--- config.mk ---
export PLATFORM = sky130hd
export DESIGN_NAME = cva6_lsu_mem_arbiter
export DESIGN_NICKNAME = d
export VERILOG_FILES = /design/src/rtl/cva6_lsu_arb_pkg.sv /design/src/rtl/cva6_lsu_starve_ctr.sv /design/src/rtl/cva6_lsu_mem_arbiter.sv
export SDC_FILE = /design/constraint.sdc
export NUM_CORES = 1
export LEC_CHECK = 0
export BUFFER_PORTS_ARGS = -buffer_cell sky130_fd_sc_hd__clkbuf_2
export CORE_ASPECT_RATIO = 0.9
export CORE_MARGIN = 1.5
export CORE_UTILIZATION = 25
export DETAILED_ROUTE_END_ITERATION = 16
export PLACE_DENSITY = 0.47
export SETUP_SLACK_MARGIN = 0.3
export SYNTH_ARGS = -nofsm -noshare
export SYNTH_HDL_FRONTEND = slang
export SYNTH_SLANG_ARGS = --single-unit
--- constraint.sdc ---
create_clock -name clk_i -period 2.9 [get_ports clk_i]
set_input_delay 0.29 -clock clk_i [delete_from_list [all_inputs] [get_ports clk_i]]
set_output_delay 0.29 -clock clk_i [all_outputs]
set_load 0.005 [all_outputs]
--- src/rtl/cva6_lsu_arb_pkg.sv ---
// Shared types and defaults for the LSU single-port memory arbiter.
package cva6_lsu_arb_pkg;

    // Default number of consecutive load wins tolerated while a store waits.
    localparam int unsigned STARVE_LIMIT_DEF = 4;

    // Arbiter FSM: one transaction in flight at most.
    typedef enum logic [1:0] {
        ST_IDLE = 2'd0,
        ST_REQ  = 2'd1,
        ST_WAIT = 2'd2
    } arb_state_e;

    // Which requester owns the outstanding transaction.
    typedef enum logic {
        OWN_LOAD  = 1'b0,
        OWN_STORE = 1'b1
    } arb_owner_e;

endpackage

--- src/rtl/cva6_lsu_starve_ctr.sv ---
// Saturating 4-bit counter of load wins taken while a store is waiting.
module cva6_lsu_starve_ctr #(
    parameter int unsigned LIMIT = 4
) (
    input  logic clk_i,
    input  logic rst_i,
    input  logic inc_i,
    input  logic clr_i,
    output logic at_limit_o
);

    localparam logic [3:0] LIMIT_C = 4'(LIMIT);

    logic [3:0] cnt_q;
    logic [3:0] cnt_d;

    // Clear has priority; increment stops once the limit is reached.
    always_comb begin
        cnt_d = cnt_q;
        if (clr_i) begin
            cnt_d = 4'd0;
        end else if (inc_i && (cnt_q != LIMIT_C)) begin
            cnt_d = cnt_q + 4'd1;
        end
    end

    // Counter register.
    always_ff @(posedge clk_i or posedge rst_i) begin
        if (rst_i) begin
            cnt_q <= 4'd0;
        end else begin
            cnt_q <= cnt_d;
        end
    end

    assign at_limit_o = (cnt_q == LIMIT_C);

endmodule

--- src/rtl/cva6_lsu_mem_arbiter.sv ---
// Arbitrates LSU loads and committed-store drains onto one memory port,
// with a starvation guard so a pending store is eventually served.
module cva6_lsu_mem_arbiter
    import cva6_lsu_arb_pkg::*;
#(
    parameter int unsigned STARVE_LIMIT = STARVE_LIMIT_DEF,
    parameter int unsigned ADDR_W       = 9
) (
    input  logic              clk_i,
    input  logic              rst_i,
    input  logic              load_req_i,
    input  logic [ADDR_W-1:0] load_addr_i,
    input  logic              store_req_i,
    input  logic [ADDR_W-1:0] store_addr_i,
    input  logic              store_hazard_i,
    input  logic              mem_gnt_i,
    input  logic              mem_rvalid_i,
    output logic              mem_req_o,
    output logic              mem_we_o,
    output logic [ADDR_W-1:0] mem_addr_o,
    output logic              load_resp_o,
    output logic              store_resp_o,
    output logic              busy_o,
    output logic              err_o
);

    arb_state_e        state_q, state_d;
    arb_owner_e        owner_q, owner_d;
    logic              we_q, we_d;
    logic [ADDR_W-1:0] addr_q, addr_d;
    logic              load_resp_q, load_resp_d;
    logic              store_resp_q, store_resp_d;
    logic              err_q, err_d;

    logic starve_inc;
    logic starve_clr;
    logic starve_at_limit;
    logic store_win;
    logic load_win;

    cva6_lsu_starve_ctr #(
        .LIMIT(STARVE_LIMIT)
    ) u_starve_ctr (
        .clk_i      (clk_i),
        .rst_i      (rst_i),
        .inc_i      (starve_inc),
        .clr_i      (starve_clr),
        .at_limit_o (starve_at_limit)
    );

    // Store goes first on an alias hazard, once loads have starved it long
    // enough, or when it is the only requester.
    assign store_win = store_req_i &&
                       (store_hazard_i || starve_at_limit || !load_req_i);
    assign load_win  = load_req_i && !store_win;

    // Next-state, latch and error logic; owner requests only matter in IDLE,
    // so they are naturally ignored while a transaction is in flight.
    always_comb begin
        state_d      = state_q;
        owner_d      = owner_q;
        we_d         = we_q;
        addr_d       = addr_q;
        err_d        = err_q;
        load_resp_d  = 1'b0;
        store_resp_d = 1'b0;
        starve_inc   = 1'b0;
        starve_clr   = 1'b0;

        // Protocol violations are recorded but never move the FSM.
        if (mem_rvalid_i && (state_q != ST_WAIT)) begin
            err_d = 1'b1;
        end
        if (mem_gnt_i && (state_q != ST_REQ)) begin
            err_d = 1'b1;
        end

        unique case (state_q)
            ST_IDLE: begin
                if (store_win) begin
                    state_d    = ST_REQ;
                    owner_d    = OWN_STORE;
                    we_d       = 1'b1;
                    addr_d     = store_addr_i;
                    starve_clr = 1'b1;
                end else if (load_win) begin
                    state_d    = ST_REQ;
                    owner_d    = OWN_LOAD;
                    we_d       = 1'b0;
                    addr_d     = load_addr_i;
                    starve_inc = store_req_i;
                end
            end
            ST_REQ: begin
                if (mem_gnt_i) begin
                    state_d = ST_WAIT;
                end
            end
            ST_WAIT: begin
                if (mem_rvalid_i) begin
                    state_d = ST_IDLE;
                    if (owner_q == OWN_STORE) begin
                        store_resp_d = 1'b1;
                    end else begin
                        load_resp_d = 1'b1;
                    end
                end
            end
            default: begin
                state_d = ST_IDLE;
            end
        endcase
    end

    // State and latched-output registers; reset drops any transaction.
    always_ff @(posedge clk_i or posedge rst_i) begin
        if (rst_i) begin
            state_q      <= ST_IDLE;
            owner_q      <= OWN_LOAD;
            we_q         <= 1'b0;
            addr_q       <= '0;
            load_resp_q  <= 1'b0;
            store_resp_q <= 1'b0;
            err_q        <= 1'b0;
        end else begin
            state_q      <= state_d;
            owner_q      <= owner_d;
            we_q         <= we_d;
            addr_q       <= addr_d;
            load_resp_q  <= load_resp_d;
            store_resp_q <= store_resp_d;
            err_q        <= err_d;
        end
    end

    assign mem_req_o    = (state_q == ST_REQ);
    assign mem_we_o     = we_q;
    assign mem_addr_o   = addr_q;
    assign load_resp_o  = load_resp_q;
    assign store_resp_o = store_resp_q;
    assign busy_o       = (state_q != ST_IDLE);
    assign err_o        = err_q;

endmodule

==> run summary <==
synthesized cell area = 1046 um^2
dominant cells by area after synthesis = dfrtp_1, o211ai_1, a31oi_1
Storage cell area = 475.5 um^2
std cell rows = 22
number of synthesis warnings = 0
Max Fclk = 0.5622 GHz
CP max stage cell = nor2_2
Setup Total Neg Slack = 0 ns
post-cts sizing count = 0
Synth Register Bits = 19
most frequent cells in the layout = clkbuf_2, dfrtp_1, o211ai_1, a21oi_1, a31oi_1
Layout Area Growth over Synthesis = 25.12%
first-pass GRT wire length = 4.629 mm
nets = 170
Synth Instances = 106
vias in the first global route = 1,033
DR vias/cell = 5.153
maximum net fanout on the critical path = 13
gr usage total = 12.85%
WL/cell = 14.33 um
area of the core = 4046 um^2
post-DP HPWL = 1.983 mm
sequential area share after synthesis = 45.45%
PwrDens = 816.6 nW/um^2
CTS clk-pin slew, worst paths = 0.07 ns
Data arrival, critical path = 1.49 ns
TritonCTS clock tree = yes
area of the multi-input gates = 505.5 um^2
Largest stage delay, worst path = 0.55 ns
Synth area leader = dfrtp_1
Routed WL = 2.722 mm
total grt overflow = 0
critical path buffer and inverter count = 2
Die Span X = 71.18 um
IO buf count = 39
GR Util met2 = 21.76%
CTS Hold Buffers Added = 0
crit path cell chain = nor2_2 > inv_1 > clkbuf_2
FF-to-FF setup slack = 1.16 ns
largest net degree at the start of global routing = 20
Critical Path RT = 2.61 ns
Final ANT Viol Nets = 0
Hold Vio Cnt, Final = 0
number of distinct library cells after synthesis = 35
setup repair bufs after CTS = 0
minimum clock period = 1.779 ns
critical path class = reg2out
Pins Over Slew Limit = 0
ant diodes = 0
run status = finished clean
RSZ-0062 raised after global routing = false
RR Endpoint = mem_addr_o[7]
Leak = 0.0005820 uW
Initial Utilization = 25.85%
clock buffer depth = 2
CTS Buf Count = 3
fillcell total = 435
Setup Skew = 0.003515 ns
Max Cap Viol = 0
most common cell after layout, fill and taps aside = clkbuf_2
syn nets = 133
FF-to-FF Start = state_q[0]
Setup violations, final = 0
drt drc = 0
Synth top area share = 45.45%
IO Pins = 40
DRT Pass-1 Iters = 4
H-tree depth = 1
chip height = 64.37 um
Worst slew margin = 46.86%
critical path startpoint category = flop
Max VDD drop = 300.8 uV
initial antenna violation count = 0
Iteration-0 DRC Markers = 37
nature of the critical path endpoint = output port
Clock Sinks = 19
FF-to-FF path depth = 3
met1 GRT Util = 15.89%
period utilization = 61.34%
clock tree root buffer cell = clkbuf_8
GRT busiest layer = met2
gpl congestion = 0.7557
HP Class = in2async
CP delay by family, top = simple AND/OR/NAND/NOR gates
later-pin clock latency in the skew report = 0.26 ns
Worst Tran Pin Value = 0.7954 ns
DR vias = 979
DIE AREA = 4582 um^2
total power = 1069 uW
mean post-synth cell area = 9.868 um^2
share of layout cells above drive strength 1 = 33.80%
met3 GRT Util = 3.943%
-- kinds of logic (layout without fill, tap and decap cells) --
family	Yosys count	in the layout	synth area share (%)
AND/OR/NAND/NOR	24	24	14.83
flip-flops	19	19	45.45
AO/OA/AOI/OAI	47	47	31.10
buffers and inverters	14	50	6.219
adder cells (fa/ha/maj)	2	2	2.392
-- stage by stage --
stage               area (um^2)  worst slack [ns]  std cells  hold WS, ns  util (%)
global placement           1262             1.212        186       0.4428     31.20
global route               1309             1.026        190       0.1964     32.34
finish                     1309             1.121        190       0.1199     32.34
floorplan                  1046             1.553        106       0.2411         -
detailed placement         1262             1.169        186       0.4395     31.20
CTS                        1309             1.153        190       0.1544     32.34
-- power by group --
part / total (uW) / internal [uW] / switching, uW
registers: 465 / 370 / 94.7
clock network: 186 / 95.5 / 90.2
logic: 418 / 192 / 227
total: 1070 / 657 / 412
-- synthesized netlist by cell type --
cell	count
nor2_1	2
buf_2	4
inv_1	6
dfrtp_1	19
and4b_1	1
nor2_2	1
buf_6	1
clkbuf_1	1
a21oi_1	10
o22ai_1	1
a32o_1	1
o21ai_2	1
a31oi_1	9
buf_1	1
ha_1	2
o311ai_0	1
nand4_1	2
nand2b_1	4
or2_1	1
o21ai_1	1
o211ai_1	18
o31a_1	1
nand2_1	6
nor2b_1	1
o21bai_1	1
o21ai_0	1
nor3b_1	1
or3b_1	1
a211oi_1	1
o311ai_2	1
and3b_1	1
and2_1	1
inv_2	1
nand4b_1	1
nor3b_4	1
-- state kept, by name (all words and copies together), names as in the netlist --
name / count
err_o: 1
mem_addr_o: 9
mem_we_o: 1
u_starve_ctr.cnt_q: 4
state_q: 2
load_resp_o: 1
store_resp_o: 1
-- worst reg2reg max path: cells and delay by family (launching register included) --
family | cells | cell delay (ns)
AND/OR/NAND/NOR | 2 | 0.97
flip-flops | 1 | 0.48
AO/OA/AOI/OAI | 1 | 0.15
-- worst max path at each step --
stage                               start       endpoint  slack, ns  cells after the start
floorplan           u_starve_ctr.cnt_q[0]       mem_we_o       1.55                      5
global placement              store_req_i  mem_addr_o[7]       1.21                      4
detailed placement            store_req_i  mem_addr_o[7]       1.17                      4
CTS                            state_q[0]         busy_o       1.15                      3
global route                   state_q[0]         busy_o       1.03                      3
finish                         state_q[0]         busy_o       1.12                      3
-- layer usage --
metal,share of wire (%),up-vias,wire [um]
met4,0.66,0,18
met5,0,-,0
met2,48,25,1297
li1,-,473,-
met1,46,479,1260
met3,5.4,2,147
-- layout make-up --
type	instances	share of cell area, %
Timing Repair Buffer	39	14.91
Tap cell	48	4.589
Multi-Input combinational cell	73	38.62
Clock buffer	3	3.155
Clock inverter	1	0.3824
Sequential cell	19	36.33
Inverter	7	2.008
Power figures use the tool's default switching activity.
